--- src/rtl/hangman_pkg.sv ---
// Shared encodings and parameter-legality helpers for the hangman game core.
//   game_state_t  : FSM encodings, also the value driven on game_state
//   result_code_t : per-guess result codes driven on result_code
//   lw_ok / ww_ok : elaboration-time width checks used by the top
package hangman_pkg;

   typedef enum logic [2:0] {
      ST_IDLE = 3'd0,
      ST_LOAD = 3'd1,
      ST_PLAY = 3'd2,
      ST_WON  = 3'd3,
      ST_LOST = 3'd4,
      ST_DONE = 3'd5
   } game_state_t;

   typedef enum logic [1:0] {
      RES_HIT     = 2'd0,
      RES_MISS    = 2'd1,
      RES_REPEAT  = 2'd2,
      RES_INVALID = 2'd3
   } result_code_t;

   // Letter index must be able to address every letter of the alphabet.
   function automatic bit lw_ok(input int alpha, input int lw);
      return (2 ** lw) >= alpha;
   endfunction

   // Wrong counter must be able to hold MAX_WRONG itself.
   function automatic bit ww_ok(input int max_wrong, input int ww);
      return (2 ** ww) > max_wrong;
   endfunction

endpackage

--- src/rtl/hangman_game_core_if.sv ---
// Guess/result handshake between the guess source (keyboard side) and the core.
//   guess_valid/guess_letter : guess strobe and letter index (master -> core)
//   guess_ready              : core accepts guesses (core -> master)
//   result_valid/result_code : one-cycle result pulse and held code (core -> master)
interface hangman_game_core_if #(parameter int LW = 5);
   logic          guess_valid;
   logic [LW-1:0] guess_letter;
   logic          guess_ready;
   logic          result_valid;
   logic [1:0]    result_code;

   modport master (output guess_valid, guess_letter,
                   input  guess_ready, result_valid, result_code);
   modport slave  (input  guess_valid, guess_letter,
                   output guess_ready, result_valid, result_code);
endinterface

--- src/rtl/hangman_game_core_guess_timer.sv ---
// Per-guess timeout counter.
//   clk, resetn : clock, async active-low reset (clears the count)
//   reload      : load TIMEOUT (LOAD entry, accepted guess, expiry)
//   enable      : count down while set (core is in PLAY)
//   expired     : high during the last idle cycle of the window
// With TIMEOUT=0 the timer does not exist and expired is tied low.
module guess_timer #(
   parameter int TIMEOUT = 0
) (
   input  logic clk,
   input  logic resetn,
   input  logic reload,
   input  logic enable,
   output logic expired
);

   generate
      if (TIMEOUT == 0) begin : g_off
         logic unused_ok;
         assign unused_ok = &{1'b0, clk, resetn, reload, enable};
         assign expired   = 1'b0;
      end else begin : g_on
         localparam int CW = $clog2(TIMEOUT + 1);
         logic [CW-1:0] count;

         always_ff @(posedge clk or negedge resetn) begin
            if (!resetn)                    count <= '0;
            else if (reload)                count <= CW'(TIMEOUT);
            else if (enable && count != '0) count <= count - 1'b1;
         end

         // Firing on count==1 makes expiry land exactly TIMEOUT enabled cycles after reload.
         assign expired = enable && (count == CW'(1));
      end
   endgenerate

endmodule

--- src/rtl/hangman_game_core.sv ---
// Multi-round hangman controller.
//   clk, resetn   : clock, async active-low reset
//   start         : pulse; begins the first/next round, or restarts from DONE
//   target_mask   : letters present in the current word, sampled in LOAD
//   gif (slave)   : guess handshake and per-guess result pulse/code
//   guessed_mask  : letters guessed this round
//   wrong_count   : misses this round
//   game_state    : IDLE/LOAD/PLAY/WON/LOST/DONE
//   round_idx     : current round, also the word_ram address offset
//   score         : cumulative saturating score
module hangman_game_core
   import hangman_pkg::*;
#(
   parameter int ALPHA     = 26,
   parameter int LW        = 5,
   parameter int MAX_WRONG = 6,
   parameter int WW        = 4,
   parameter int ROUNDS    = 4,
   parameter int RW        = 2,
   parameter int SCORE_W   = 8,
   parameter int TIMEOUT   = 0
) (
   input  logic               clk,
   input  logic               resetn,
   input  logic               start,
   input  logic [ALPHA-1:0]   target_mask,
   hangman_game_core_if.slave gif,
   output logic [ALPHA-1:0]   guessed_mask,
   output logic [WW-1:0]      wrong_count,
   output logic [2:0]         game_state,
   output logic [RW-1:0]      round_idx,
   output logic [SCORE_W-1:0] score
);

   generate
      if (!lw_ok(ALPHA, LW))    begin : g_bad_lw $error("LW too narrow for ALPHA"); end
      if (!ww_ok(MAX_WRONG, WW)) begin : g_bad_ww $error("WW too narrow for MAX_WRONG"); end
   endgenerate

   localparam int SUMW = ((SCORE_W > WW) ? SCORE_W : WW) + 1;

   game_state_t        state;
   result_code_t       res_code, code_nxt;
   logic               res_valid;
   logic [ALPHA-1:0]   target, gbit;
   logic               accept, invalid, expired, won, lost, in_play;
   logic [WW-1:0]      win_misses;
   logic [SUMW-1:0]    sum;
   logic [SCORE_W-1:0] score_sat;

   assign in_play          = (state == ST_PLAY);
   assign gif.guess_ready  = in_play;
   assign gif.result_valid = res_valid;
   assign gif.result_code  = res_code;
   assign game_state       = state;

   assign accept  = gif.guess_valid && in_play;
   assign invalid = 32'(gif.guess_letter) >= 32'(ALPHA);
   assign gbit    = invalid ? '0 : (ALPHA'(1) << gif.guess_letter);
   assign won     = (guessed_mask & target) == target;
   assign lost    = (wrong_count == WW'(MAX_WRONG));

   always_comb begin
      code_nxt = RES_MISS;
      if (invalid)                     code_nxt = RES_INVALID;
      else if (|(guessed_mask & gbit)) code_nxt = RES_REPEAT;
      else if (|(target & gbit))       code_nxt = RES_HIT;
   end

   // A zero-target word wins straight out of LOAD, before wrong_count has been cleared.
   assign win_misses = (state == ST_LOAD) ? '0 : wrong_count;
   assign sum        = SUMW'(score) + SUMW'(WW'(MAX_WRONG) - win_misses);
   assign score_sat  = (|sum[SUMW-1:SCORE_W]) ? '1 : sum[SCORE_W-1:0];

   guess_timer #(.TIMEOUT(TIMEOUT)) u_timer (
      .clk     (clk),
      .resetn  (resetn),
      .reload  ((state == ST_LOAD) || accept || expired),
      .enable  (in_play),
      .expired (expired)
   );

   always_ff @(posedge clk or negedge resetn) begin
      if (!resetn) begin
         state        <= ST_IDLE;
         target       <= '0;
         guessed_mask <= '0;
         wrong_count  <= '0;
         round_idx    <= '0;
         score        <= '0;
         res_valid    <= 1'b0;
         res_code     <= RES_HIT;
      end else begin
         res_valid <= 1'b0;
         case (state)
            ST_IDLE: if (start) state <= ST_LOAD;
            ST_LOAD: begin
               target       <= target_mask;
               guessed_mask <= '0;
               wrong_count  <= '0;
               if (target_mask == '0) begin
                  state <= ST_WON;
                  score <= score_sat;
               end else begin
                  state <= ST_PLAY;
               end
            end
            ST_PLAY: begin
               // The end-of-round decision looks at last cycle's update; a guess or
               // expiry arriving in the deciding cycle is dropped.
               if (won) begin
                  state <= ST_WON;
                  score <= score_sat;
               end else if (lost) begin
                  state <= ST_LOST;
               end else if (accept) begin
                  res_valid <= 1'b1;
                  res_code  <= code_nxt;
                  if (code_nxt == RES_HIT || code_nxt == RES_MISS)
                     guessed_mask <= guessed_mask | gbit;
                  if (code_nxt == RES_MISS)
                     wrong_count <= wrong_count + 1'b1;
               end else if (expired) begin
                  res_valid   <= 1'b1;
                  res_code    <= RES_MISS;
                  wrong_count <= wrong_count + 1'b1;
               end
            end
            ST_WON, ST_LOST: if (start) begin
               if (round_idx < RW'(ROUNDS - 1)) begin
                  round_idx <= round_idx + 1'b1;
                  state     <= ST_LOAD;
               end else begin
                  state <= ST_DONE;
               end
            end
            ST_DONE: if (start) begin
               score     <= '0;
               round_idx <= '0;
               state     <= ST_LOAD;
            end
            default: state <= ST_IDLE;
         endcase
      end
   end

endmodule

--- src/flat_wrapper.sv ---
// flat-port wrapper written by rule: the top's interface ports become plain ports
module hangman_game_core_flat import hangman_pkg::*;
#(
   parameter int ALPHA     = 26,
   parameter int LW        = 5,
   parameter int MAX_WRONG = 6,
   parameter int WW        = 4,
   parameter int ROUNDS    = 4,
   parameter int RW        = 2,
   parameter int SCORE_W   = 8,
   parameter int TIMEOUT   = 0
)
  (clk, resetn, start, target_mask, guessed_mask, wrong_count, game_state, round_idx, score, gif_guess_valid, gif_guess_letter, gif_guess_ready, gif_result_valid, gif_result_code);
  hangman_game_core_if #(.LW(LW)) gif_i ();
  input  logic clk;
  input  logic resetn;
  input  logic start;
  input  logic [ALPHA-1:0] target_mask;
  output logic [ALPHA-1:0] guessed_mask;
  output logic [WW-1:0] wrong_count;
  output logic [2:0] game_state;
  output logic [RW-1:0] round_idx;
  output logic [SCORE_W-1:0] score;
  input wire logic [$bits(gif_i.guess_valid)-1:0] gif_guess_valid;
  input wire logic [$bits(gif_i.guess_letter)-1:0] gif_guess_letter;
  output wire logic [$bits(gif_i.guess_ready)-1:0] gif_guess_ready;
  output wire logic [$bits(gif_i.result_valid)-1:0] gif_result_valid;
  output wire logic [$bits(gif_i.result_code)-1:0] gif_result_code;
  assign gif_i.guess_valid = gif_guess_valid;
  assign gif_i.guess_letter = gif_guess_letter;
  assign gif_guess_ready = gif_i.guess_ready;
  assign gif_result_valid = gif_i.result_valid;
  assign gif_result_code = gif_i.result_code;
  hangman_game_core #(.ALPHA(ALPHA), .LW(LW), .MAX_WRONG(MAX_WRONG), .WW(WW), .ROUNDS(ROUNDS), .RW(RW), .SCORE_W(SCORE_W), .TIMEOUT(TIMEOUT)) u_core (.clk(clk), .resetn(resetn), .start(start), .target_mask(target_mask), .gif(gif_i), .guessed_mask(guessed_mask), .wrong_count(wrong_count), .game_state(game_state), .round_idx(round_idx), .score(score));
endmodule
--- config.mk ---
export PLATFORM = sky130hd
export DESIGN_NAME = hangman_game_core_flat
export DESIGN_NICKNAME = d
export VERILOG_FILES = /design/src/rtl/hangman_pkg.sv /design/src/rtl/hangman_game_core_if.sv /design/src/rtl/hangman_game_core_guess_timer.sv /design/src/rtl/hangman_game_core.sv /design/src/flat_wrapper.sv
export SDC_FILE = /design/constraint.sdc
export NUM_CORES = 1
export LEC_CHECK = 0
export CAP_MARGIN = 20
export CORE_MARGIN = 3
export CORE_UTILIZATION = 40
export CTS_BUF_LIST = sky130_fd_sc_hd__clkbuf_4 sky130_fd_sc_hd__clkbuf_8
export DETAILED_ROUTE_END_ITERATION = 8
export PLACE_DENSITY_LB_ADDON = 0.15
export SLEW_MARGIN = 0
export SYNTH_ARGS = -nofsm -noshare
export SYNTH_HDL_FRONTEND = slang
export SYNTH_SLANG_ARGS = --single-unit
--- constraint.sdc ---
create_clock -name clk -period 4.9 [get_ports clk]
set_input_delay 0.98 -clock clk [delete_from_list [all_inputs] [get_ports clk]]
set_output_delay 0.98 -clock clk [all_outputs]
set_load 0.1 [all_outputs]
==> reports/summary.txt <==
Synth Cell Area: 4340 µm²
reg2reg start: u_core.game_state[1]
Worst Path Arrival: 4.03 ns
Crit Path Max Fanout: 23
vias in the first global route: 3778
first-pass GRT wire length: 21300 µm
pwr dens: 646 nW/µm²
num ports: 82
Synth top area share: 0.416
initial antenna violation count: 0
Post-CTS Setup Inserts: 0
most frequent cells in the layout: 88 x nand2_1, 80 x clkdlybuf4s50_1, 72 x dfrtp_1
die area: 12100 µm²
Slew @ Worst Pin: 0.997 ns
Antenna Cells: 0
Leak Pwr: 2.35 nW
I/O Buffers: 81
vias per cell: 5.66
CTS Hold Bufs: 0
Initial Util: 0.416
beginning of the worst hold path: u_core.score[5]
Ys Warns: 0
layout cell share with drive strength beyond 1: 0.0586
Antenna Violating Nets Remaining: 0
unrepaired setup endpoints after global routing: false
row cnt: 37
max_cap viols: 0
DRC Markers: 0
Netlist cell types: 69
worst r2r dst: u_core.score[1]
WL/cell: 19.5 µm
total routed wirelength: 13600 µm
synthesized area per cell: 8.90 µm²
Num CTS Buffers: 9
Die Span X: 110 µm
skew final: 0.00860 ns
status: completed
1st-pass router iterations: 4
NumNets Final: 608
period utilisation layout: 0.763
H-tree depth: 3
Hold Crit Class: reg2reg
area grow syn2layout: 24.6%
Final Hold Viols: 0
largest net degree at the start of global routing: 49
post-DP HPWL: 10300 µm
Synth area leaders: dfrtp_1 42%, nand2_1 7.6%, o21ai_0 3.9%
VDD IR max: 0.324 mV
CTS resizes: 0
Seq/Total Area, Yosys: 0.416
setup violators final: 0
Synth async-reset ratio: 1.00
Worst-path clk slew: 0.08 ns
Syn Nets: 535
CP startpoint kind: input pin
flop-to-flop setup slack: 1.26 ns
DR vias: 3959
All-Layer GR Usage: 0.235
Cells after Synth: 487
core area: 10400 µm²
TritonCTS clock tree: done
Setup TNS: 0 ns
critical path endpoint category: flop
1st-iter DRT viols: 249
Top FF cell, synth: dfrtp_1
fin crit period: 3.74 ns
GRT overflow: 0
clock buffer depth: 2
Critical path origin: gif_guess_letter[1]
Post-synth EDFFs: 0
required time of the critical path: 5.19 ns
FMAX: 267 MHz
critical path class: in2reg
WHS: 0.516 ns
path depth of the worst reg2reg path: 12
clk sinks: 72
Seq cells post-synth: 72
area leader, netlist: dfrtp_1
commonest non-fill, non-tap cell in the layout: nand2_1
GPL Wtd Cong: 0.941
Die Height: 110 µm
Clk Latency, worst-skew pair: 0.35 ns
Max Slew Vio Count: 0
CP Capture Point: u_core.guessed_mask[12]
Max-slew headroom: 0.333
Root Driver: clkbuf_8
-- final cells by class --
| type | count | area (µm²) |
|---|---|---|
| Fill cell | 1023 | 5020 |
| Multi-Input combinational cell | 365 | 2320 |
| Clock inverter | 1 | 5.00 |
| Clock buffer | 13 | 160 |
| Inverter | 26 | 97.6 |
| Timing Repair Buffer | 86 | 843 |
| Sequential cell | 72 | 1800 |
| Tap cell | 136 | 170 |
-- stage by stage --
| stage | util | total power [mW] | cells | worst slack (ns) | instance area, µm² |
|---|---|---|---|---|---|
| 3_5_place_dp | 0.503 | 3.08 | 685 | 0.854 | 5240 |
| 5_1_grt | 0.518 | 3.70 | 699 | 0.915 | 5400 |
| 3_3_place_gp | 0.503 | 3.04 | 685 | 0.956 | 5240 |
| 4_1_cts | 0.518 | 3.50 | 699 | 1.23 | 5400 |
| 6_report | 0.518 | 3.49 | 699 | 1.16 | 5400 |
| 2_1_floorplan | - | 2.54 | 487 | 1.02 | 4340 |
-- cell families after synthesis --
logic type / Yosys count / synth area share
AOI/OAI and AO/OA: 125 / 0.197
xor gates and xnor gates: 10 / 0.0202
adders and majority gates: 13 / 0.0392
buffers and inverters: 50 / 0.0494
DFF: 72 / 0.416
muxes: 13 / 0.0335
and+or+nand+nor: 204 / 0.245
-- cells in the mapped netlist (all sizes together), types with 4 or more instances --
cell type  number
nand2b         12
nor3            8
nand3          11
clkbuf         13
nor3b           5
a31oi          10
o211ai          4
dfrtp          72
nand3b          5
a22o           12
and4b           4
a21oi          13
mux2i          10
nor4           11
ha             12
and2            5
xnor2           5
a211oi          9
inv            26
o21ai          35
a21o            7
nand2          88
buf            11
nor2b          10
o22ai           7
nor2           27
xor2            5
-- registers in the layout, indices dropped and copies added, names as in the netlist --
| register | cells |
|---|---|
| u_core.score | 8 |
| u_core.wrong_count | 4 |
| u_core.round_idx | 2 |
| u_core.target | 26 |
| u_core.gif.result_code | 2 |
| u_core.game_state | 3 |
| u_core.gif.result_valid | 1 |
| u_core.guessed_mask | 26 |
-- worst max-delay path, stage by stage --
cell and delay, ns:
clkdlybuf4s50_1 1.12, inv_1 0.36, a221o_1 0.35, nand3_1 0.10
and4b_1 0.21, o211a_1 0.38, nor3b_2 0.34, a22o_1 0.17
-- how the worst min path moves through the flow --
stage          slack (ns)          endpoint  cells after the start
2_1_floorplan        0.45  u_core.target[8]                      2
3_5_place_dp         0.50   u_core.score[5]                      1
6_report             0.52   u_core.score[5]                      1
4_1_cts              0.52   u_core.score[5]                      1
5_1_grt              0.55   u_core.score[2]                      1
3_3_place_gp         0.49   u_core.score[5]                      1
-- power by group --
group          switching (mW)  internal (mW)  total [mW]  leakage, nW
Combinational            1.43          0.583        2.01         1.33
Clock                   0.212          0.209       0.421       0.0896
Sequential              0.248          0.809        1.06        0.931
-- layer usage --
| metal | routed length, µm | global-route usage | share of wire | vias up |
|---|---|---|---|---|
| met5 | 0 | 0 | 0 | - |
| met4 | 258 | 0.0827 | 0.019 | 0 |
| met3 | 719 | 0.0338 | 0.053 | 17 |
| met2 | 6080 | 0.348 | 0.45 | 110 |
| met1 | 6590 | 0.349 | 0.48 | 1930 |
| li1 | - | - | - | 1902 |
(Power assumes the default switching activity.)
